<file path="src/rtl/mlic_pkg.sv">
// Shared constants, entry payload and LFSR step for the memory latency injector.
package mlic_pkg;

    localparam int unsigned SIZE_W  = 16;
    localparam int unsigned LAT_W   = 24;
    localparam int unsigned STAT_W  = 32;
    localparam int unsigned LEVEL_W = 16;

    localparam logic [15:0] LFSR_SEED = 16'hACE1;
    localparam logic [15:0] LFSR_TAPS = 16'hB400;

    // Per-mille values at or above this always hit.
    localparam logic [9:0] HIT_FORCE_PCT = 10'd1000;

    // One token per 4 bytes.
    localparam int unsigned TOKEN_COST_SHIFT = 2;

    typedef struct packed {
        logic [SIZE_W-1:0] size;
        logic [LAT_W-1:0]  cnt;
    } entry_t;

    function automatic logic [15:0] lfsr_next(input logic [15:0] v);
        return v[0] ? ((v >> 1) ^ LFSR_TAPS) : (v >> 1);
    endfunction

endpackage

</file>
<file path="src/rtl/mlic_token_bucket.sv">
// DRAM bandwidth token bucket; real logic only when MLIC_TOKEN_BUCKET_EN is defined,
// otherwise it always grants and reports zero level and zero stall counts.
module mlic_token_bucket
    import mlic_pkg::*;
(
    input  logic               clk,
    input  logic               reset,
    input  logic               req_valid,
    input  logic               req_is_dram,
    input  logic [SIZE_W-1:0]  req_size_bytes,
    input  logic               full,
    input  logic               accept,
    input  logic               enable_contention,
    input  logic [7:0]         tokens_per_cycle,
    input  logic [LEVEL_W-1:0] token_capacity,
    output logic               token_ok_c,
    output logic [LEVEL_W-1:0] level,
    output logic [STAT_W-1:0]  stall_cycles,
    output logic [STAT_W-1:0]  contention_events
);

`ifdef MLIC_TOKEN_BUCKET_EN
    logic [LEVEL_W-1:0] cost_ceil;
    logic [LEVEL_W-1:0] cost_min1;
    logic [LEVEL_W-1:0] cost;
    logic [LEVEL_W-1:0] consumed;
    logic [LEVEL_W+1:0] refill;
    logic [LEVEL_W-1:0] level_next;
    logic               token_stall;
    logic               token_stall_q;

    // Cost, grant and next level are all derived from the current level.
    always_comb begin
        cost_ceil   = LEVEL_W'((17'(req_size_bytes) + 17'd3) >> TOKEN_COST_SHIFT);
        cost_min1   = (cost_ceil == '0) ? LEVEL_W'(1) : cost_ceil;
        cost        = (cost_min1 > token_capacity) ? token_capacity : cost_min1;
        token_ok_c  = !req_is_dram || !enable_contention || (level >= cost);
        consumed    = (accept && req_is_dram && enable_contention) ? cost : '0;
        refill      = 18'(level) - 18'(consumed) + 18'(tokens_per_cycle);
        level_next  = (refill > 18'(token_capacity)) ? token_capacity : LEVEL_W'(refill);
        token_stall = req_valid && req_is_dram && !full && !token_ok_c;
    end

    always_ff @(posedge clk) begin
        if (reset) begin
            level             <= token_capacity;
            stall_cycles      <= '0;
            contention_events <= '0;
            token_stall_q     <= 1'b0;
        end else begin
            level         <= level_next;
            token_stall_q <= token_stall;
            if (token_stall) begin
                stall_cycles <= stall_cycles + STAT_W'(1);
            end
            if (token_stall && !token_stall_q) begin
                contention_events <= contention_events + STAT_W'(1);
            end
        end
    end
`else
    logic unused_bucket_inputs;

    assign unused_bucket_inputs = ^{clk, reset, req_valid, req_is_dram, req_size_bytes, full,
                                    accept, enable_contention, tokens_per_cycle, token_capacity};
    assign token_ok_c        = 1'b1;
    assign level             = '0;
    assign stall_cycles      = '0;
    assign contention_events = '0;
`endif

endmodule

</file>
<file path="src/rtl/memory_latency_injector_contention.sv">
// In-order latency injector: each accepted request completes after an SRAM/DRAM latency
// plus optional random extra; DRAM bandwidth throttling is enabled by MLIC_TOKEN_BUCKET_EN.
module memory_latency_injector_contention
    import mlic_pkg::*;
#(
    parameter int unsigned QUEUE_DEPTH       = 8,
    parameter int unsigned EXTRA_LATENCY_MAX = 4,
    parameter int unsigned LATENCY_DIST_MODE = 0,
    parameter int unsigned SRAM_LATENCY      = 2,
    parameter int unsigned DRAM_LATENCY      = 40
) (
    input  logic               clk,
    input  logic               reset,
    input  logic               req_valid,
    input  logic               req_is_dram,
    input  logic [SIZE_W-1:0]  req_size_bytes,
    output logic               req_ready,
    output logic               resp_valid,
    output logic [SIZE_W-1:0]  resp_size_bytes,
    input  logic [15:0]        cfg_latency_sram,
    input  logic [15:0]        cfg_latency_dram,
    input  logic [9:0]         cfg_dram_hit_milli_pct,
    input  logic               cfg_use_cfg_latencies,
    input  logic               cfg_enable_contention,
    input  logic [7:0]         cfg_tokens_per_cycle,
    input  logic [LEVEL_W-1:0] cfg_token_capacity,
    output logic [STAT_W-1:0]  total_reqs,
    output logic [STAT_W-1:0]  total_resp,
    output logic [STAT_W-1:0]  sram_reqs,
    output logic [STAT_W-1:0]  dram_reqs,
    output logic [STAT_W-1:0]  stall_cycles,
    output logic [STAT_W-1:0]  busy_cycles,
    output logic               busy,
    output logic [LEVEL_W-1:0] dram_tokens_level,
    output logic [STAT_W-1:0]  dram_token_stall_cycles,
    output logic [STAT_W-1:0]  dram_contention_events
);

    localparam int unsigned PTR_W = (QUEUE_DEPTH > 1) ? $clog2(QUEUE_DEPTH) : 1;
    localparam int unsigned OCC_W = $clog2(QUEUE_DEPTH + 1);

    entry_t           mem [QUEUE_DEPTH];
    logic [PTR_W-1:0] head;
    logic [PTR_W-1:0] tail;
    logic [OCC_W-1:0] occ;
    logic [OCC_W-1:0] occ_next;
    logic [15:0]      lfsr;

    logic             full;
    logic             token_ok;
    logic             accept;
    logic             pop;
    logic             dram_hit;
    logic [LAT_W-1:0] sram_lat;
    logic [LAT_W-1:0] dram_lat;
    logic [LAT_W-1:0] base_lat;
    logic [LAT_W-1:0] extra_lat;
    logic [LAT_W-1:0] lat_sum;
    logic [LAT_W-1:0] lat_load;

    assign full      = (occ == OCC_W'(QUEUE_DEPTH));
    assign req_ready = !full && token_ok;
    assign accept    = req_valid && req_ready;
    assign pop       = (occ != '0) && (mem[head].cnt == '0);

    // Stored count is latency-1 so a latency of L pulses resp_valid L cycles after accept.
    always_comb begin
        sram_lat  = cfg_use_cfg_latencies ? LAT_W'(cfg_latency_sram) : LAT_W'(SRAM_LATENCY);
        dram_lat  = cfg_use_cfg_latencies ? LAT_W'(cfg_latency_dram) : LAT_W'(DRAM_LATENCY);
        dram_hit  = (cfg_dram_hit_milli_pct >= HIT_FORCE_PCT) ||
                    (lfsr[9:0] < cfg_dram_hit_milli_pct);
        base_lat  = (req_is_dram && !dram_hit) ? dram_lat : sram_lat;
        extra_lat = '0;
        if (LATENCY_DIST_MODE == 1) begin
            extra_lat = LAT_W'(32'(lfsr[15:10]) % (EXTRA_LATENCY_MAX + 1));
        end else if (LATENCY_DIST_MODE == 2) begin
            extra_lat = LAT_W'(EXTRA_LATENCY_MAX);
        end
        lat_sum  = base_lat + extra_lat;
        lat_load = (lat_sum == '0) ? '0 : lat_sum - LAT_W'(1);
    end

    always_comb begin
        occ_next = occ;
        case ({accept, pop})
            2'b10:   occ_next = occ + OCC_W'(1);
            2'b01:   occ_next = occ - OCC_W'(1);
            default: occ_next = occ;
        endcase
    end

    function automatic logic [PTR_W-1:0] ptr_inc(input logic [PTR_W-1:0] p);
        return (p == PTR_W'(QUEUE_DEPTH - 1)) ? '0 : p + PTR_W'(1);
    endfunction

    // Entry storage: every counter ages each cycle; the newly pushed slot takes its fresh load.
    always_ff @(posedge clk) begin
        if (reset) begin
            head <= '0;
            tail <= '0;
            occ  <= '0;
            for (int i = 0; i < int'(QUEUE_DEPTH); i++) begin
                mem[i] <= '0;
            end
        end else begin
            for (int i = 0; i < int'(QUEUE_DEPTH); i++) begin
                if (mem[i].cnt != '0) begin
                    mem[i].cnt <= mem[i].cnt - LAT_W'(1);
                end
            end
            if (accept) begin
                mem[tail] <= '{size: req_size_bytes, cnt: lat_load};
                tail      <= ptr_inc(tail);
            end
            if (pop) begin
                head <= ptr_inc(head);
            end
            occ <= occ_next;
        end
    end

    always_ff @(posedge clk) begin
        if (reset) begin
            lfsr            <= LFSR_SEED;
            resp_valid      <= 1'b0;
            resp_size_bytes <= '0;
            busy            <= 1'b0;
            total_reqs      <= '0;
            total_resp      <= '0;
            sram_reqs       <= '0;
            dram_reqs       <= '0;
            stall_cycles    <= '0;
            busy_cycles     <= '0;
        end else begin
            lfsr       <= lfsr_next(lfsr);
            resp_valid <= pop;
            busy       <= (occ_next != '0);
            if (pop) begin
                resp_size_bytes <= mem[head].size;
                total_resp      <= total_resp + STAT_W'(1);
            end
            if (accept) begin
                total_reqs <= total_reqs + STAT_W'(1);
                if (req_is_dram) begin
                    dram_reqs <= dram_reqs + STAT_W'(1);
                end else begin
                    sram_reqs <= sram_reqs + STAT_W'(1);
                end
            end
            if (req_valid && !req_ready) begin
                stall_cycles <= stall_cycles + STAT_W'(1);
            end
            if (busy) begin
                busy_cycles <= busy_cycles + STAT_W'(1);
            end
        end
    end

    mlic_token_bucket u_token_bucket (
        .clk               (clk),
        .reset             (reset),
        .req_valid         (req_valid),
        .req_is_dram       (req_is_dram),
        .req_size_bytes    (req_size_bytes),
        .full              (full),
        .accept            (accept),
        .enable_contention (cfg_enable_contention),
        .tokens_per_cycle  (cfg_tokens_per_cycle),
        .token_capacity    (cfg_token_capacity),
        .token_ok_c        (token_ok),
        .level             (dram_tokens_level),
        .stall_cycles      (dram_token_stall_cycles),
        .contention_events (dram_contention_events)
    );

endmodule

</file>
<file path="config.mk">
export PLATFORM = sky130hd
export DESIGN_NAME = memory_latency_injector_contention
export DESIGN_NICKNAME = d
export VERILOG_FILES = /design/src/rtl/mlic_pkg.sv /design/src/rtl/mlic_token_bucket.sv /design/src/rtl/memory_latency_injector_contention.sv
export SDC_FILE = /design/constraint.sdc
export NUM_CORES = 1
export LEC_CHECK = 0
export CORE_AREA = 4 4 341 343
export DETAILED_ROUTE_END_ITERATION = 10
export DIE_AREA = 0 0 345 347
export PLACE_DENSITY_LB_ADDON = 0.1
export SYNTH_ARGS = -nofsm -noshare
export SYNTH_HDL_FRONTEND = slang
export SYNTH_SLANG_ARGS = --single-unit
</file>
<file path="constraint.sdc">
create_clock -name clk -period 15.9 [get_ports clk]
set_clock_uncertainty 0.1 [all_clocks]
set_input_delay 3.975 -clock clk [delete_from_list [all_inputs] [get_ports clk]]
set_output_delay 3.975 -clock clk [all_outputs]
set_load 0.02 [all_outputs]
</file>
==> results.yml, run 1 <==
cts:
  clockRootBuffer: "clkbuf_16"
  cts_setup_buffers: 0
  hold_buffers: 0
  clkTransAtPathRegs_ps: 50
  clockBufferDepth: 3
  clock_latency_ps: 630
  htreeDepth: 3
  cts_tree: "yes"
  ctsResizeCount: 0
  cts_buffers: 74
  cts.sinks: 559
yosys:
  synth_compound_area_share_pct: 7.145
  synth_cell_types: 69
  synth-main-ff-cell: "edfxtp_1"
  synth_top_family_by_area: "simple AND/OR/NAND/NOR gates"
  async_reset_ff_share_pct: 0
  synth_cells: 2749
  synth_area_um2: 28070
  yosys_register_bits: 559
  synth_top_area_cell: "edfxtp_1"
  yosys.area.top_type_share_pct: 34.23
  yosys_warnings: 0
  avgSynthCellArea_um2: 10.21
  synth_xor_area_share_pct: 9.454
  synth_seq_area_share_pct: 51.27
  synth_fa_ha_area_share_pct: 1.720
  synth-edff-count: 320
  synthTopCellsByArea: "edfxtp_1, dfxtp_1, xnor2_1"
  synthSimpleGateAreaFrac_pct: 21.69
  synth_mux_area_share_pct: 4.154
routing:
  detail-route-antenna-nets: 0
  wl_met2_um: 41810
  avgViaCountPerCell: 4.626
  vias: 21202
  wl_met3_um: 4318
  wirelength_um: 86920
  top_layer: "met5"
  met1Wirelength_um: 38510
  drtIter0Drc: 1368
  wl_per_cell_um: 18.97
  dr.pass1.iters: 5
  drc: 0
min_path:
  worstHoldPathType: "reg2reg"
global_route:
  grt_max_degree: 170
  track_usage_pct: 13.99
  grt_pass1_wl_um: 131000
  grt_overflow: 0
  antenna_found_initial: 6
  grt_pass1_vias: 21099
finish:
  syn_to_final_growth_pct: 23.63
  fill_cells: 11720
  drive_above_1_share_pct: 7.299
  layout.nets: 3140
  instances_no_fill: 4583
die:
  rows: 124
  coreArea_um2: 113600
  ioPinCount: 379
  initial_core_util_pct: 24.72
  die_h_um: 347
  die_w_um: 345
  dieArea_um2: 119700
timing:
  whs_ps: 315.9
  finalSetupTns_ps: 0
  tightest_slew_ps: 1223
  fin_crit_sh_pct: 55.03
  min_period_ps: 8750
  hold_viol_final: 0
  setup_slack_ps: 7150
  drv_slew: 0
  rsz0062_at_grt: "no"
  fmax_ghz: 0.1143
  setup_viol: 0
  relSlewSlack_pct: 18.48
placed_design:
  hpwl_um: 58150
  place.gp.congestion: 0.7837
  dp_slack_ps: 6420
  portBuffers: 273
  dp.cells: 4450
job:
  maxCapViolCount: 0
critical_path:
  arrival_ps: 8970
  path_class: "in2reg"
  worst_ep_required_time_ps: 16120
  critical_path.max_stage_delay_ps: 880
  start_kind: "primary input"
  critPathSlowestCell: "a21oi_4"
  crit_buf_inv: 3
  cp_max_fo: 37
  crit_path_end_kind: "flop"
  cpLargestDelayFamily: "simple AND/OR/NAND/NOR gates"
  path_cells: "clkdlybuf4s50_1, inv_1, ha_1, and2_1, a221o_1, a31oi_1, a21oi_4, mux2i_1, inv_1, ha_1, o221ai_1, nor4_1, a21oi_1, nor2_2, o22ai_1"
outcome:
  status: "complete, no violations"
power:
  worst_ir_drop_vdd_mv: 0.07003
  power_mw: 5.009
  leakage_nw: 12.17
  p_per_area_nw_per_um2: 144.3
-- per-layer routing --
layer,up-vias,track usage [%]
met5,-,0
met1,10319,17.92
li1,10250,-
met2,510,23.85
met4,2,4.555
met3,121,2.554
-- worst reg2reg max path, stage by stage, from the launching register on --
cell      delay (ps)
edfxtp_1         440
or4_1            650
nor4_2           370
nand2_1          230
nor4_1           510
o21ai_0          440
o2111a_1         280
buf_4            210
nor3_2           180
buf_4            430
ha_1             310
inv_1             90
fa_1             380
xor2_1           150
nor2_1            50
a21oi_1          120
nor2_1            60
or4_1            580
-- power breakdown --
part / switching [mW] / total, mW / internal, mW
clock: 0.667 / 1.67 / 1.00
sequential: 0.208 / 2.03 / 1.83
combinational: 0.766 / 1.31 / 0.539
-- cells in the final DEF, fill, tap and decap left out, types with 16 or more instances in the layout --
master / netlist / layout
nor2_1: 339 / 337
edfxtp_1: 320 / 320
clkdlybuf4s50_1: 0 / 272
dfxtp_1: 239 / 237
nand2_1: 168 / 168
xnor2_1: 158 / 155
xor2_1: 145 / 145
and2_1: 123 / 123
o22ai_1: 113 / 113
nand3_1: 84 / 84
conb_1: 1 / 80
a21oi_1: 78 / 76
clkbuf_16: 0 / 76
or3_1: 75 / 75
nor3_1: 77 / 72
o21ai_0: 71 / 71
nor4_1: 70 / 69
inv_1: 59 / 59
and3_1: 57 / 57
nand4_1: 51 / 51
ha_1: 37 / 37
mux2i_1: 40 / 36
nand2b_1: 32 / 32
mux4_2: 32 / 32
buf_4: 81 / 31
nor2b_1: 25 / 25
or4_1: 24 / 24
clkbuf_1: 99 / 21
a211oi_1: 17 / 17
or2_2: 16 / 16
-- layout make-up --
type                       count  area, um2  share of cell area (%)
antenna                        2      5.005                 0.01442
clock buffer                 106       2105                   6.064
clock inverter                25      286.5                  0.8256
inverter                      60      225.2                  0.6490
multi-input combinational   2014      12800                   36.89
sequential                   559      14400                   41.49
tap                         1512       1892                   5.451
timing repair buffer         305       2989                   8.613
-- Yosys cell counts, types with 77 or more instances --
cell,instances
a21oi_1,78
and2_1,123
buf_4,81
clkbuf_1,99
dfxtp_1,239
edfxtp_1,320
nand2_1,168
nand3_1,84
nor2_1,339
nor3_1,77
o22ai_1,113
xnor2_1,158
xor2_1,145
-- cell families (layout without fill, tap and decap cells) --
group	Yosys count	in the layout
adder cells (fa/ha/maj)	38	38
AO/OA/AOI/OAI	333	333
buffers and inverters	255	496
AND/OR/NAND/NOR	1184	1184
other	1	82
XOR/XNOR	303	303
flip-flops	559	559
multiplexers	76	76
-- worst paths after layout --
| path | start | endpoint | slack [ps] | cells past startpoint |
|---|---|---|---|---|
| worst max register to register | mem[4][2] | busy | 10180 | 17 |
| worst min register to register | lfsr[12] | lfsr[11] | 320 | 1 |
| worst min-delay path | lfsr[12] | lfsr[11] | 320 | 1 |
| worst max-delay path | cfg_dram_hit_milli_pct[5] | mem[0][14] | 7150 | 15 |
-- sequential cells by signal, indices dropped and copies added, names as in the netlist, named ones only --
name	count
total_reqs	32
dram_reqs	32
resp_size_bytes	16
total_resp	32
busy	1
mem	320
head	3
stall_cycles	32
tail	3
sram_reqs	32
resp_valid	1
lfsr	16
busy_cycles	32
occ	4
-- stage by stage --
| stage | cell area (um2) | utilization, % |
|---|---|---|
| 2_1_floorplan | 28370 | - |
| 5_1_grt | 34700 | 30.56 |
| 3_5_place_dp | 32310 | 28.45 |
| 6_report | 34700 | 30.56 |
| 4_1_cts | 34700 | 30.55 |
| 3_3_place_gp | 32310 | 28.45 |
Note: power is estimated with default switching activity, not from simulation.
==> run 2: changes to the inputs <==
==> constraint.sdc (replaced) <==
create_clock -name clk -period 8.4 [get_ports clk]
set_clock_uncertainty 0.1 [all_clocks]
set_input_delay 2.1 -clock clk [delete_from_list [all_inputs] [get_ports clk]]
set_output_delay 2.1 -clock clk [all_outputs]
set_load 0.02 [all_outputs]
==> run 2 against run 1 <==
Critical path depth grew 1. Non-clock buffer count grew 6. Combinational power increased by 89%. First-iteration DRC count down 15%. Largest cell class unchanged. Utilization decreased by 0.11 points. Largest power group unchanged. Highest routed layer unchanged. Global-route usage barely moved. Register-to-register slack got worse by 7400 ps. Die area did not move. Power grew 86%.
==> results.yml, run 2 (synthesized netlist as in run 1, its figures left out) <==
cts:
  cts_tree: "yes"
  htreeDepth: 3
  hold_buffers: 0
  clockRootBuffer: "clkbuf_16"
  clkTransAtPathRegs_ps: 50
  clock_latency_ps: 630
  cts_setup_buffers: 0
  cts_buffers: 73
  cts.sinks: 559
  ctsResizeCount: 0
  clockBufferDepth: 3
global_route:
  grt_pass1_wl_um: 130600
  antenna_found_initial: 5
  grt_pass1_vias: 21009
  grt_max_degree: 79
  track_usage_pct: 14.00
  grt_overflow: 0
finish:
  top_register: "mem"
  drive_above_1_share_pct: 7.412
  largest_reg_flops: 320
  design_area_um2: 34580
  layout_common_cells: "nor2_1, edfxtp_1, clkdlybuf4s50_1"
  layout.nets: 3145
  multi_input_area_um2: 12780
  layout_commonest_cell: "nor2_1"
  fill_cells: 11733
  syn_to_final_growth_pct: 23.20
  ff_latch_area_um2: 14400
die:
  ioPinCount: 379
  initial_core_util_pct: 24.72
  dieArea_um2: 119700
  die_h_um: 347
  coreArea_um2: 113600
  rows: 124
  die_w_um: 345
timing:
  finalSetupTns_ps: 0
  fmax_ghz: 0.1559
  relSlewSlack_pct: 15.65
  min_period_ps: 6416
  fin_crit_sh_pct: 76.38
  setup_viol: 0
  drv_slew: 0
  setup_slack_ps: 1984
  rsz0062_at_grt: "no"
  hold_viol_final: 0
  tightest_slew_ps: 1265
  whs_ps: 320.5
routing:
  drtIter0Drc: 1168
  wl_per_cell_um: 19.02
  dr.pass1.iters: 7
  vias: 21361
  wirelength_um: 87280
  avgViaCountPerCell: 4.654
  drc: 0
  detail-route-antenna-nets: 0
critical_path:
  worst_ep_required_time_ps: 8610
  crit_path_end_kind: "flop"
  path_cells: "clkdlybuf4s50_1, inv_1, ha_1, and2_1, a221o_1, a31oi_1, a21oi_4, buf_4, a21oi_1, a31oi_1, ha_1, o221ai_1, nor4_1, a21oi_1, nor2_2, o22ai_1"
  start_kind: "primary input"
  path_class: "in2reg"
  critical_path.max_stage_delay_ps: 770
  critPathSlowestCell: "nor4_1"
  cpLargestDelayFamily: "simple AND/OR/NAND/NOR gates"
  cp_max_fo: 32
  crit_buf_inv: 3
  arrival_ps: 6630
outcome:
  status: "complete, no violations"
min_path:
  worstHoldPathType: "reg2reg"
power:
  worst_ir_drop_vdd_mv: 0.1313
  leakage_nw: 12.15
  p_per_area_nw_per_um2: 269.3
placed_design:
  dp_slack_ps: 1316
  portBuffers: 273
  dpl_cell_area_um2: 32310
  place.gp.congestion: 0.7945
  hpwl_um: 58780
job:
  maxCapViolCount: 0
run 2: cell type report:
cell class              count  share of cell area (%)
multi-input cells        2014                   36.95
inverters                  60                  0.6512
repair buffers            311                   8.737
flip-flops and latches    559                   41.63
well taps                1512                   5.470
diodes                      2                 0.01447
clock inverters            34                  0.6440
clock buffers              98                   5.904
run 2: power breakdown:
group          internal [mW]  switching [mW]  total [mW]
Clock                   1.74            1.25        2.99
Combinational           1.01            1.46        2.47
Sequential              3.46           0.391        3.85
Total                   6.21            3.10        9.31
run 2: final timing paths:
path / start / endpoint / slack (ps) / cells after the start
max: cfg_dram_hit_milli_pct[5] / mem[0][14] / 1980 / 16
min: lfsr[12] / lfsr[11] / 320 / 1
max reg2reg: mem[4][2] / busy / 2780 / 17
min reg2reg: lfsr[12] / lfsr[11] / 320 / 1
run 2: through the flow:
stage / utilization [%] / power, mW / std cells
2_1_floorplan: - / 5.645 / 2828
3_5_place_dp: 28.45 / 6.370 / 4456
6_report: 30.45 / 9.313 / 4590
5_1_grt: 30.45 / 9.882 / 4590
4_1_cts: 30.45 / 9.459 / 4588
3_3_place_gp: 28.45 / 6.326 / 4456
run 2: per-layer routing:
layer / global-route usage [%] / up-vias / part of all wire [%]
li1: - / 10290 / -
met2: 24.27 / 505 / 49
met1: 17.48 / 10455 / 43
met5: 0 / - / 0.015
met4: 4.692 / 2 / 2.6
met3: 2.709 / 109 / 4.9
==> run 3: changes to the inputs <==
==> constraint.sdc (replaced) <==
create_clock -name clk -period 6.57 [get_ports clk]
set_clock_uncertainty 0.1 [all_clocks]
set_input_delay 1.6425 -clock clk [delete_from_list [all_inputs] [get_ports clk]]
set_output_delay 1.6425 -clock clk [all_outputs]
set_load 0.02 [all_outputs]
==> run 3 against run 2 <==
First-iteration DRC count increased by 5.1%. Via count increased by 0.29%. Cell area increased by 0.49%. Utilization increased by 0.15 points. Register-to-register slack got worse by 1400 ps. Flip-flop and latch count unchanged. Largest power group unchanged.
==> results.yml, run 3 (synthesized netlist as in run 1, its figures left out) <==
cts:
  clkTransAtPathRegs_ps: 60
  cts.sinks: 559
  clockRootBuffer: "clkbuf_16"
  ctsResizeCount: 0
  cts_setup_buffers: 0
  htreeDepth: 3
  hold_buffers: 0
  clockBufferDepth: 3
  cts_buffers: 73
  clock_latency_ps: 620
  cts_tree: "yes"
critical_path:
  crit_path_end_kind: "flop"
  startpoint: "cfg_dram_hit_milli_pct[3]"
  worst_ep_required_time_ps: 6790
  cp_max_fo: 13
  path_class: "in2reg"
  arrival_ps: 5710
  r2r_slack_ps: 1370
  r2r_cells: 16
  r2r-end: "busy"
  start_kind: "primary input"
  crit_path_end: "mem[0][4]"
  reg2reg_from: "mem[4][2]"
power:
  clkPwrFrac_pct: 32.4
  power_mw: 11.98
  seqPwrFrac_pct: 41.0
  switching_share_pct: 32.83
  combinationalPowerShare_pct: 26.6
  p_per_area_nw_per_um2: 344.7
  intPower_mw: 8.047
  p_sw_mw: 3.933
  worst_ir_drop_vdd_mv: 0.1744
  leakage_nw: 12.26
outcome:
  status: "complete, no violations"
job:
  maxCapViolCount: 0
global_route:
  grt_max_degree: 205
  track_usage_pct: 14.16
  grt_util_met3_pct: 2.281
  grt_pass1_vias: 21271
  antenna_found_initial: 3
  use_met1_pct: 18.49
  grt.met2_usage_pct: 24.18
  grt_overflow: 0
  grt.busiest_layer: "met2"
  grt_pass1_wl_um: 132900
finish:
  layout.nets: 3164
  instances_no_fill: 4608
  drive_above_1_share_pct: 7.658
  design_area_um2: 34750
  post-route-util_pct: 30.60
  layout_commonest_cell: "nor2_1"
  largest_reg_flops: 320
  fill_cells: 11708
  syn_to_final_growth_pct: 23.81
  layout_common_cells: "nor2_1, edfxtp_1, clkdlybuf4s50_1"
  top_register: "mem"
timing:
  hold_viol_final: 0
  tightest_slew_ps: 1156
  whs_ps: 326.9
  min_period_ps: 5484
  drv_slew: 0
  finalSetupTns_ps: 0
  setup_slack_ps: 1086
  setup_viol: 0
  fin_crit_sh_pct: 83.47
  fmax_ghz: 0.1823
  relSlewSlack_pct: 22.93
  rsz0062_at_grt: "no"
placed_design:
  dp_slack_ps: 399.2
  portBuffers: 273
  place.gp.congestion: 0.7615
  dp.cells: 4475
  hpwl_um: 58960
  dpl_cell_area_um2: 32450
routing:
  detail-route-antenna-nets: 0
  wl_per_cell_um: 18.94
  wirelength_um: 87280
  dr.pass1.iters: 5
  drc: 0
  avgViaCountPerCell: 4.649
  drtIter0Drc: 1228
  vias: 21424
die:
  coreArea_um2: 113600
  ioPinCount: 379
  die_w_um: 345
  dieArea_um2: 119700
  die_h_um: 347
  rows: 124
  initial_core_util_pct: 24.72
min_path:
  worstHoldPathType: "reg2reg"
==> run 3: changes by cell type in the layout (fill, tap and decap cells not counted), sizes merged <==
| cell | delta |
|---|---|
| clkinv | -9 |
| buf | +19 |
| clkbuf | +13 |
| inv | -4 |
| diode | -1 |
==> run 3: layout make-up <==
cell class                 count  area [um2]  share of cell area, %
sequential                   559       14400                  41.42
inverter                      60       225.2                 0.6480
tap                         1512        1892                  5.443
clock inverter                21       138.9                 0.3996
timing repair buffer         330        3189                  9.177
clock buffer                 111        2163                  6.225
multi-input combinational   2014       12750                  36.68
antenna                        1       2.502               0.007200
==> run 3: power by group through the flow <==
stage	logic [mW]	registers, mW	clock network, mW
final	3.18	4.91	3.88
after global routing	3.57	4.99	4.20
after CTS	3.21	4.91	4.05
after detailed placement	3.19	4.98	0
after global placement	3.16	4.96	0
after floorplan	2.35	4.87	0
==> run 3: worst max-delay path: stages <==
cell and delay, ps:
clkdlybuf4s50_1 470, inv_1 50, ha_1 310, a21o_1 160
a221o_1 330, a31oi_1 330, a21oi_4 160, a31oi_1 200
ha_1 200, o221ai_1 180, or3_1 410, a2111oi_2 430
buf_12 220, a21o_1 420, o22ai_1 180
==> run 3: worst min path at each step <==
| stage | from | to | slack [ps] | cells after the start |
|---|---|---|---|---|
| 2_1_floorplan | lfsr[12] | lfsr[11] | 290 | 1 |
| 3_3_place_gp | lfsr[12] | lfsr[11] | 300 | 1 |
| 3_5_place_dp | lfsr[12] | lfsr[11] | 310 | 1 |
| 4_1_cts | lfsr[12] | lfsr[11] | 340 | 1 |
| 5_1_grt | lfsr[15] | lfsr[14] | 340 | 1 |
| 6_report | lfsr[12] | lfsr[11] | 330 | 1 |
==> run 3: routing by layer <==
metal	share of wire, %	up-vias
met3	4.4	114
met5	0.029	-
met1	45	10497
met2	49	467
met4	2.3	4
li1	-	10342
